## src/rtl/pp_accum.sv

```systemverilog
// pp_accum: serial accumulator for Booth radix-4 partial products.
// One 33-bit partial product arrives per beat. Beat i is sign-extended
// using pp_e, gets the pp_neg correction added, is weighted by 4^i and is
// summed into a 64-bit accumulator. After N_PP beats the product is offered
// on a valid/ready output port and held until downstream accepts it.

// Runtime invariants of pp_accum, kept apart from the datapath.
module pp_accum_chk #(
  parameter int N_PP = 16
) (
  input logic        clk,
  input logic        rst_n,
  input logic        clr,
  input logic        in_ready,
  input logic        out_valid,
  input logic        out_ready,
  input logic [63:0] product,
  input logic [3:0]  cnt
);

  localparam logic [3:0] LAST_IDX = 4'(N_PP - 1);

  // in_ready and out_valid are complementary views of the DONE state
  a_ready_vs_valid : assert property (@(posedge clk) disable iff (!rst_n)
    in_ready != out_valid);

  // an offered product must not move while downstream stalls
  a_product_hold : assert property (@(posedge clk) disable iff (!rst_n)
    (out_valid && !out_ready && !clr) |=> $stable(product));

  // the beat index never runs past the last partial product
  a_cnt_range : assert property (@(posedge clk) disable iff (!rst_n)
    cnt <= LAST_IDX);

endmodule

module pp_accum #(
  parameter int N_PP = 16
) (
  input  logic        clk,
  input  logic        rst_n,
  input  logic        clr,
  input  logic        in_valid,
  output logic        in_ready,
  input  logic [32:0] pp_data,
  input  logic        pp_e,
  input  logic        pp_neg,
  output logic        out_valid,
  input  logic        out_ready,
  output logic [63:0] product,
  output logic        sign_err
);

  typedef enum logic [1:0] {
    IDLE  = 2'd0,
    ACCUM = 2'd1,
    DONE  = 2'd2
  } state_t;

  localparam logic [3:0] LAST_IDX = 4'(N_PP - 1);

  // Extend a partial product with ~e, add the +1 correction and weight it
  // by 4^idx. Everything wraps modulo 2^64.
  function automatic logic [63:0] build_term(
    input logic [32:0] pp,
    input logic        e,
    input logic        neg,
    input logic [3:0]  idx
  );
    logic [63:0] ext;
    ext = {{31{~e}}, pp} + {63'd0, neg};
    return ext << {idx, 1'b0};
  endfunction

  state_t      state_r;
  state_t      state_s;
  logic [3:0]  cnt_r;
  logic [3:0]  cnt_s;
  logic [63:0] acc_r;
  logic [63:0] acc_s;
  logic        out_valid_r;
  logic        out_valid_s;
  logic        in_ready_r;
  logic        in_ready_s;
  logic        sign_err_r;
  logic        sign_err_s;

  logic        accept_s;
  logic        out_hs_s;
  logic        bad_sign_s;

  // Handshake qualifiers. No beat can land in DONE because in_ready_r is low
  // there, so a beat and a product handshake never coincide.
  assign accept_s   = in_valid & in_ready_r;
  assign out_hs_s   = out_valid_r & out_ready;
  assign bad_sign_s = (pp_e == pp_data[32]);

  // Next-state, counter, accumulator and flag logic; clr wins over everything
  always_comb begin
    state_s    = state_r;
    cnt_s      = cnt_r;
    acc_s      = acc_r;
    sign_err_s = sign_err_r;

    if (clr) begin
      state_s    = IDLE;
      cnt_s      = 4'd0;
      acc_s      = 64'd0;
      sign_err_s = 1'b0;
    end else begin
      if (accept_s && bad_sign_s) begin
        sign_err_s = 1'b1;
      end else begin
        sign_err_s = sign_err_r;
      end

      case (state_r)
        IDLE: begin
          if (accept_s) begin
            // beat 0 overwrites whatever the previous operation left behind
            acc_s   = build_term(pp_data, pp_e, pp_neg, 4'd0);
            cnt_s   = 4'd1;
            state_s = ACCUM;
          end else begin
            acc_s   = acc_r;
            cnt_s   = cnt_r;
            state_s = IDLE;
          end
        end

        ACCUM: begin
          if (accept_s) begin
            acc_s = acc_r + build_term(pp_data, pp_e, pp_neg, cnt_r);
            if (cnt_r == LAST_IDX) begin
              // park the counter on the last index instead of wrapping
              cnt_s   = cnt_r;
              state_s = DONE;
            end else begin
              cnt_s   = cnt_r + 4'd1;
              state_s = ACCUM;
            end
          end else begin
            acc_s   = acc_r;
            cnt_s   = cnt_r;
            state_s = ACCUM;
          end
        end

        DONE: begin
          if (out_hs_s) begin
            cnt_s   = 4'd0;
            state_s = IDLE;
          end else begin
            cnt_s   = cnt_r;
            state_s = DONE;
          end
        end

        default: begin
          state_s = IDLE;
          cnt_s   = 4'd0;
          acc_s   = 64'd0;
        end
      endcase
    end

    out_valid_s = (state_s == DONE);
    in_ready_s  = (state_s != DONE);
  end

  // State and datapath registers; outputs come straight from flops
  always_ff @(posedge clk or negedge rst_n) begin
    if (!rst_n) begin
      state_r     <= IDLE;
      cnt_r       <= 4'd0;
      acc_r       <= 64'd0;
      out_valid_r <= 1'b0;
      in_ready_r  <= 1'b1;
      sign_err_r  <= 1'b0;
    end else begin
      state_r     <= state_s;
      cnt_r       <= cnt_s;
      acc_r       <= acc_s;
      out_valid_r <= out_valid_s;
      in_ready_r  <= in_ready_s;
      sign_err_r  <= sign_err_s;
    end
  end

  assign in_ready  = in_ready_r;
  assign out_valid = out_valid_r;
  assign product   = acc_r;
  assign sign_err  = sign_err_r;

  pp_accum_chk #(
    .N_PP(N_PP)
  ) u_chk (
    .clk      (clk),
    .rst_n    (rst_n),
    .clr      (clr),
    .in_ready (in_ready_r),
    .out_valid(out_valid_r),
    .out_ready(out_ready),
    .product  (acc_r),
    .cnt      (cnt_r)
  );

endmodule
```

## config.mk

```make
export PLATFORM = sky130hd
export DESIGN_NAME = pp_accum
export DESIGN_NICKNAME = d
export VERILOG_FILES = /design/src/rtl/pp_accum.sv
export SDC_FILE = /design/constraint.sdc
export NUM_CORES = 1
export LEC_CHECK = 0
export BUFFER_PORTS_ARGS = -buffer_cell sky130_fd_sc_hd__buf_4
export CAP_MARGIN = 5
export CELL_PAD_IN_SITES_DETAIL_PLACEMENT = 1
export CELL_PAD_IN_SITES_GLOBAL_PLACEMENT = 2
export CORE_ASPECT_RATIO = 1.4
export CORE_MARGIN = 4
export CORE_UTILIZATION = 35
export DETAILED_ROUTE_END_ITERATION = 10
export PLACE_DENSITY = 0.85
export SYNTH_ARGS = -nofsm -noshare
export SYNTH_HDL_FRONTEND = slang
export SYNTH_SLANG_ARGS = --single-unit
```

## constraint.sdc

```tcl
create_clock -name clk -period 6.27 [get_ports clk]
set_input_delay 0.3135 -clock clk [delete_from_list [all_inputs] [get_ports clk]]
set_output_delay 0.3135 -clock clk [all_outputs]
set_load 0.01 [all_outputs]
```

==> out/metrics.cfg, run 1 <==
[grt]
grt_util_all_layers_pct = 27.6
grt_max_degree = 74
overflow = 0
use_met3_pct = 2.92
grt_pass1_wl_mm = 65.1
use_met1_pct = 30.4
grt_util_met2_pct = 51.7
antenna_found_initial = 0
grt_pass1_vias = 11200
busiest_layer = met2

[worst_setup_path]
startpoint_type = input port
rrSetupSlack_ns = 1.06
r2r-start = cnt_r[0]$_DFFE_PN0P_
cp.required_ns = 6.52
r2r_cells = 17
cp-end-kind = flip-flop
r2r-end = product[55]$_DFFE_PN0P_
path_max_fanout = 8
critPathKind = input port to flip-flop
worstPathArrival_ns = 6.18

[clocking]
clockRootBuffer = clkbuf_16
clkLatencyLatePin_ns = 0.37
post_cts_buffers = 0
clock-sinks = 73
numCtsBuffers = 9
clk_path_buf_depth = 2
h-tree-depth = 3
postCtsHoldBufs = 0
tritoncts = built
clkSlewWorstSetupHoldPaths_ns = 0.08

[finish]
fin_util_pct = 41.7
fin_nets = 1494
antenna-diode-count = 0
multiInputGateArea_mm2 = 0.00741
n_fill_cell = 3410
syn_to_final_growth_pct = 16.5
drive_gt1_share_pct = 15.5
seqCellArea_mm2 = 0.00183

[floorplan]
rows = 71
num_io_pins = 107
fp.dieH_um = 205
dieArea_mm2 = 0.0303
die_w_um = 148
core_mm2 = 0.0270
start_util_pct = 35.7

[placed_design]
pre_cts_ws_ns = -0.0945
port_buffers = 106
place.gp.congestion = 0.945
dp_hpwl_mm = 33.7

[timing]
setup_violations = 0
clock_skew_ns = 0.0126
fin_ws_ns = 0.338
drv_slew = 0
period_needed_ns = 5.93
hold_viol = 0
fin_crit_sh_pct = 94.6
grt_setup_unrepaired = no
worst-slew-pin-transition_ns = 1.12
fmax_mhz = 169
max-slew-margin-rel_pct = 25.1

[routing]
routed_wl_mm = 42.7
routed_via_density = 6.11
routedWlPerCell_um = 24.3
drt_iter0_drc = 557
vias = 10700
drtPass1Iterations = 6
remaining_drc_errors = 0
antenna_left = 0

[yosys]
synth_cell_types = 78
ys_seq_elements = 73
synth_edf_count = 0
yosys.area_share.xor_xnor_pct = 8.50
synth-adder-area-share_pct = 9.02
synthCells = 1308
synth_top_family_by_area = compound AO/OA/AOI/OAI gates
synth_area_mm2 = 0.00965
synth_nets = 1417
synth.avg_cell_area_um2 = 7.38
ys_async_sr_fraction_pct = 100
ys.flop_type = dfrtp_1
yosysSeqAreaShare_pct = 18.9
synthMuxAreaShare_pct = 6.39
synth-simple-area-share_pct = 21.3
synth_compound_area_share_pct = 31.1
synth_warnings = 0

[run_status]
outcome = complete, no violations

[min_path]
min_path_type = input port to asynchronous set/reset pin

[pwr]
powerDensity_mw_per_mm2 = 219
irDropWorstVdd_uv = 149
p_leak_nw = 5.15

[flow_run]
cap_violations = 0

[per-layer routing]
layer	vias up	share of wire (%)
met5	-	0
met4	0	6.2
met3	107	3.4
met2	314	52
met1	5284	38
li1	5022	-
[logic make-up after synthesis]
logic type | count (synthesis)
mux | 59
fa+ha+maj | 69
xor+xnor | 92
buf+inv | 116
compound gates | 455
simple gates | 444
flops | 73
[cell type report]
| type | count | area share (%) |
|---|---|---|
| inverter | 31 | 1.03 |
| tap | 365 | 4.06 |
| multi-input combinational | 1119 | 65.9 |
| timing repair buffer | 151 | 10.1 |
| sequential | 73 | 16.3 |
| clock inverter | 7 | 0.701 |
| clock buffer | 9 | 2.00 |
[worst max-delay path: stages]
cell and delay, ns:
buf_4 0.08, ha_1 0.18, ha_1 0.21, nand3_1 0.14
or3_1 0.57, nor2_1 0.32, nand2_1 0.15, xor2_1 0.26
a221o_1 0.24, mux2i_1 0.15, mux2_2 0.34, mux2_2 0.33
ha_1 0.48, a21oi_1 0.22, nand2_1 0.11, a41oi_1 0.12
nor3_1 0.29, a21oi_1 0.17, a31oi_1 0.35, a21oi_1 0.12
buf_4 0.17, o31ai_1 0.39, xor2_1 0.12, a221o_1 0.34
[synthesized netlist by cell type, types with 26 or more instances]
cell,n,area (um2)
xnor2_1,55,482
a21oi_1,128,641
dfrtp_1,72,1800
nand2_1,165,619
inv_1,29,109
clkbuf_1,70,263
a221o_1,32,320
nor3_1,27,135
o21ai_0,85,425
mux2i_1,40,400
nand3_1,36,180
ha_1,68,851
a21o_1,44,330
nand4_1,26,163
nor2_1,123,462
xor2_1,35,307
[state kept, by name, indices dropped and copies added (netlist names)]
| name | count |
|---|---|
| in_ready | 1 |
| state_r | 2 |
| product | 64 |
| out_valid | 1 |
| cnt_r | 4 |
| sign_err | 1 |
[how the worst max path moves through the flow]
stage / end / cells past startpoint / startpoint
4_1_cts: product[55]$_DFFE_PN0P_ / 23 / pp_data[0]
5_1_grt: product[55]$_DFFE_PN0P_ / 23 / pp_data[0]
3_5_place_dp: product[55]$_DFFE_PN0P_ / 23 / pp_data[0]
3_3_place_gp: product[55]$_DFFE_PN0P_ / 23 / pp_data[0]
2_1_floorplan: product[62]$_DFFE_PN0P_ / 26 / pp_data[0]
6_report: product[55]$_DFFE_PN0P_ / 24 / pp_data[0]
[power breakdown]
| part | internal [W] | switching, W |
|---|---|---|
| sequential | 0.000518 | 0.0000649 |
| combinational | 0.000514 | 0.000789 |
| clock | 0.000312 | 0.000267 |
[cell usage in the layout (no fill, tap or decap), types with 29 or more instances in the layout]
cell type  instances
ha_1              68
inv_1             29
dfrtp_1           70
xor2_1            35
buf_4            151
nor2_1           121
a21o_1            44
nand3_1           36
nand2_1          165
xnor2_1           55
mux2i_1           40
a21oi_1          128
a221o_1           32
o21ai_0           85
[stage by stage]
step | hold slack (ns) | power, W | cell area [um2] | setup TNS [ns] | instances
after floorplan | 0.0179 | 0.00139 | 9650 | 0 | 1308
after global placement | 0.483 | 0.00186 | 10900 | -0.0398 | 1739
after detailed placement | 0.497 | 0.00188 | 10900 | -0.0945 | 1739
after CTS | 0.164 | 0.00246 | 11200 | 0 | 1755
after global routing | 0.182 | 0.00261 | 11300 | 0 | 1755
final | 0.0843 | 0.00247 | 11300 | 0 | 1755
[repair_timing]
item / in CTS / in global routing
endpoints found under the setup margin: 0 / 2
hold endpoints to repair: 0 / 0
gates resized for setup: 0 / 4
Power figures use the tool's default switching activity.
==> run 2: changes to the inputs <==
--- a/config.mk
+++ b/config.mk
@@ -10,7 +10,7 @@
 export CELL_PAD_IN_SITES_DETAIL_PLACEMENT = 1
 export CELL_PAD_IN_SITES_GLOBAL_PLACEMENT = 2
 export CORE_ASPECT_RATIO = 1.4
-export CORE_MARGIN = 4
+export CORE_MARGIN = 2
 export CORE_UTILIZATION = 35
 export DETAILED_ROUTE_END_ITERATION = 10
 export PLACE_DENSITY = 0.85
==> out/metrics.cfg, run 2 (synthesis results as in run 1) <==
[worst_setup_path]
path_max_fanout = 8  ; unchanged
cp.required_ns = 6.53  ; was 6.52 ns
critPathKind = input port to flip-flop  ; unchanged
crit_path_frequent_cell = a21oi_1
path_cells = buf_4 -> ha_1 -> ha_1 -> nand3_1 -> or3_1 -> nor4_2 -> xnor2_1 -> a22oi_1 -> o21ai_1 -> mux2i_1 -> mux2_2 -> mux2_2 -> ha_1 -> a21oi_1 -> nand2_1 -> a221o_1 -> a21oi_1 -> o32ai_2 -> a21oi_1 -> a21oi_1 -> xor2_1 -> a221o_1  ; was buf_4 -> ha_1 -> ha_1 -> nand3_1 -> or3_1 -> nor2_1 -> nand2_1 -> xor2_1 -> a221o_1 -> mux2i_1 -> mux2_2 -> mux2_2 -> ha_1 -> a21oi_1 -> nand2_1 -> a41oi_1 -> nor3_1 -> a21oi_1 -> a31oi_1 -> a21oi_1 -> buf_4 -> o31ai_1 -> xor2_1 -> a221o_1
startpoint_type = input port  ; unchanged
worstPathArrival_ns = 6.07  ; was 6.18 ns
cp-end-kind = flip-flop  ; unchanged
slowest_delay_ns = 0.56  ; was 0.57 ns
cp_slowest_cell = or3_1  ; unchanged

[finish]
multiInputGateArea_mm2 = 0.00740  ; was 0.00741 mm2
n_fill_cell = 3457  ; was 3410
fin_util_pct = 42.1  ; was 41.7%
antenna-diode-count = 0  ; unchanged
mostFrequentLayoutCell = nand2_1  ; unchanged
largest_register_ffs = 64  ; unchanged
seqCellArea_mm2 = 0.00183  ; unchanged
final_cell_mix = 165 x nand2_1, 161 x buf_4, 127 x a21oi_1  ; was 165 x nand2_1, 151 x buf_4, 128 x a21oi_1
syn_to_final_growth_pct = 17.7  ; was 16.5%
fin_nets = 1505  ; was 1494
drive_gt1_share_pct = 16.1  ; was 15.5%

[placed_design]
port_buffers = 106  ; unchanged
dp_hpwl_mm = 33.3  ; was 33.7 mm
place.gp.congestion = 0.940  ; was 0.945

[routing]
routed_wl_mm = 41.7  ; was 42.7 mm
remaining_drc_errors = 0  ; unchanged
antenna_left = 0  ; unchanged
drt_iter0_drc = 505  ; was 557
routed_via_density = 6.04  ; was 6.11
vias = 10700  ; about the same
drtPass1Iterations = 5  ; was 6
routedWlPerCell_um = 23.6  ; was 24.3 um

[pwr]
sw_frac_of_total_pct = 43.7  ; was 45.5%
powerDensity_mw_per_mm2 = 221  ; was 219 mW/mm2
p_int_w = 0.00141  ; was 0.00134 W
clkPwrFrac_pct = 24.7  ; was 23.5%
irDropWorstVdd_uv = 138  ; was 149 uV
p_leak_nw = 5.21  ; was 5.15 nW
p_comb_share_pct = 52.0  ; was 52.9%
seqPwrFrac_pct = 23.3  ; was 23.6%
power.switching_w = 0.00110  ; was 0.00112 W

[timing]
worst-slew-pin-transition_ns = 0.824  ; was 1.12 ns
setup_violations = 0  ; unchanged
hold_viol = 0  ; unchanged
drv_slew = 0  ; unchanged
fmax_mhz = 172  ; was 169 MHz
grt_setup_unrepaired = no  ; unchanged
clock_skew_ns = 0.00920  ; was 0.0126 ns
max-slew-margin-rel_pct = 44.4  ; was 25.1%
fin_tns_setup_ns = 0  ; unchanged
period_needed_ns = 5.82  ; was 5.93 ns
fin_crit_sh_pct = 92.8  ; was 94.6%

[run_status]
outcome = complete, no violations  ; unchanged

[clocking]
numCtsBuffers = 9  ; unchanged
clk_path_buf_depth = 2  ; unchanged
h-tree-depth = 3  ; unchanged
tritoncts = built  ; unchanged
post_cts_buffers = 0  ; unchanged
clockRootBuffer = clkbuf_16  ; unchanged
clkLatencyLatePin_ns = 0.37  ; about the same
clock-sinks = 73  ; unchanged
clkSlewWorstSetupHoldPaths_ns = 0.07  ; was 0.08 ns

[grt]
grt_max_degree = 67  ; was 74
antenna_found_initial = 0  ; unchanged
overflow = 0  ; unchanged
grt_util_all_layers_pct = 28.8  ; was 27.6%
grt_pass1_wl_mm = 64.4  ; was 65.1 mm
grt_pass1_vias = 11200  ; about the same

[flow_run]
cap_violations = 0  ; unchanged

[floorplan]
fp.dieH_um = 201  ; was 205 um
die_w_um = 144  ; was 148 um
num_io_pins = 107  ; unchanged
start_util_pct = 35.7  ; unchanged
core_mm2 = 0.0270  ; unchanged
rows = 71  ; unchanged
dieArea_mm2 = 0.0289  ; was 0.0303 mm2

[min_path]
min_path_type = input port to flip-flop  ; was input port to asynchronous set/reset pin

-- run 2: cell types whose count changed in the layout (fill, tap and decap cells not counted), sizes merged --
cell and change:
buf +10, clkbuf +3, clkinv -2, bufinv +1, clkinvlp -1, dlygate4sd3 +1
inv -1
-- run 2: power groups by stage --
| stage | Sequential (W) | Combinational, W | Clock [W] |
|---|---|---|---|
| 3_3_place_gp | 0.000593 | 0.00127 | 0 |
| 5_1_grt | 0.000590 | 0.00142 | 0.000645 |
| 2_1_floorplan | 0.000585 | 0.000808 | 0 |
| 3_5_place_dp | 0.000593 | 0.00129 | 0 |
| 4_1_cts | 0.000584 | 0.00130 | 0.000627 |
| 6_report | 0.000585 | 0.00131 | 0.000620 |
-- run 2: area by class of cell --
class	count	share of cell area [%]
clock buffer	12	2.26
clock inverter	4	0.661
inverter	31	1.02
multi-input combinational	1119	65.2
sequential	73	16.1
tap	365	4.02
timing repair buffer	162	10.7
-- run 2: per-layer routing --
metal / wire length [um] / track usage [%]
met1: 16100 / 31.8
met2: 21500 / 52.3
met3: 1300 / 2.74
met4: 2830 / 16.8
met5: 0 / 0
-- run 2: worst max-delay path, delay by kind of cell --
kind / cells / cell delay (ns)
adder cells (fa/ha/maj): 3 / 0.81
multiplexers: 3 / 0.91
AO/OA/AOI/OAI: 9 / 2.33
buffers and inverters: 1 / 0.08
XOR/XNOR: 2 / 0.39
AND/OR/NAND/NOR: 4 / 1.24
-- run 2: final timing paths --
check	end	cells after the start	start	slack [ns]
worst max register to register	product[62]$_DFFE_PN0P_	16	cnt_r[2]$_DFFE_PN0P_	0.80
worst max-delay path	product[62]$_DFFE_PN0P_	22	pp_data[0]	0.45
max in group asynchronous	cnt_r[0]$_DFFE_PN0P_	3	rst_n	4.79
worst min register to register	product[3]$_DFFE_PN0P_	2	product[3]$_DFFE_PN0P_	0.52
min in group asynchronous	product[1]$_DFFE_PN0P_	2	rst_n	0.49
worst min-delay path	sign_err$_DFFE_PN0P_	2	clr	0.19
-- run 2: what timing repair did --
action,in CTS,in global routing
endpoints found under the hold margin,36,0
setup endpoints to repair,0,3
gates resized for setup,0,3
hold buffers,1,0
-- run 2: through the flow --
| stage | power, W | worst slack [ns] | cells | area (um2) | hold slack [ns] |
|---|---|---|---|---|---|
| 6_report | 0.00251 | 0.451 | 1766 | 11400 | 0.186 |
| 5_1_grt | 0.00266 | 0.0212 | 1766 | 11400 | 0.221 |
| 4_1_cts | 0.00251 | 0.403 | 1766 | 11300 | 0.183 |
| 3_5_place_dp | 0.00188 | 0.0535 | 1749 | 11000 | 0.350 |
| 3_3_place_gp | 0.00186 | 0.0585 | 1749 | 11000 | 0.344 |
| 2_1_floorplan | 0.00139 | 0.901 | 1308 | 9650 | 0.0179 |
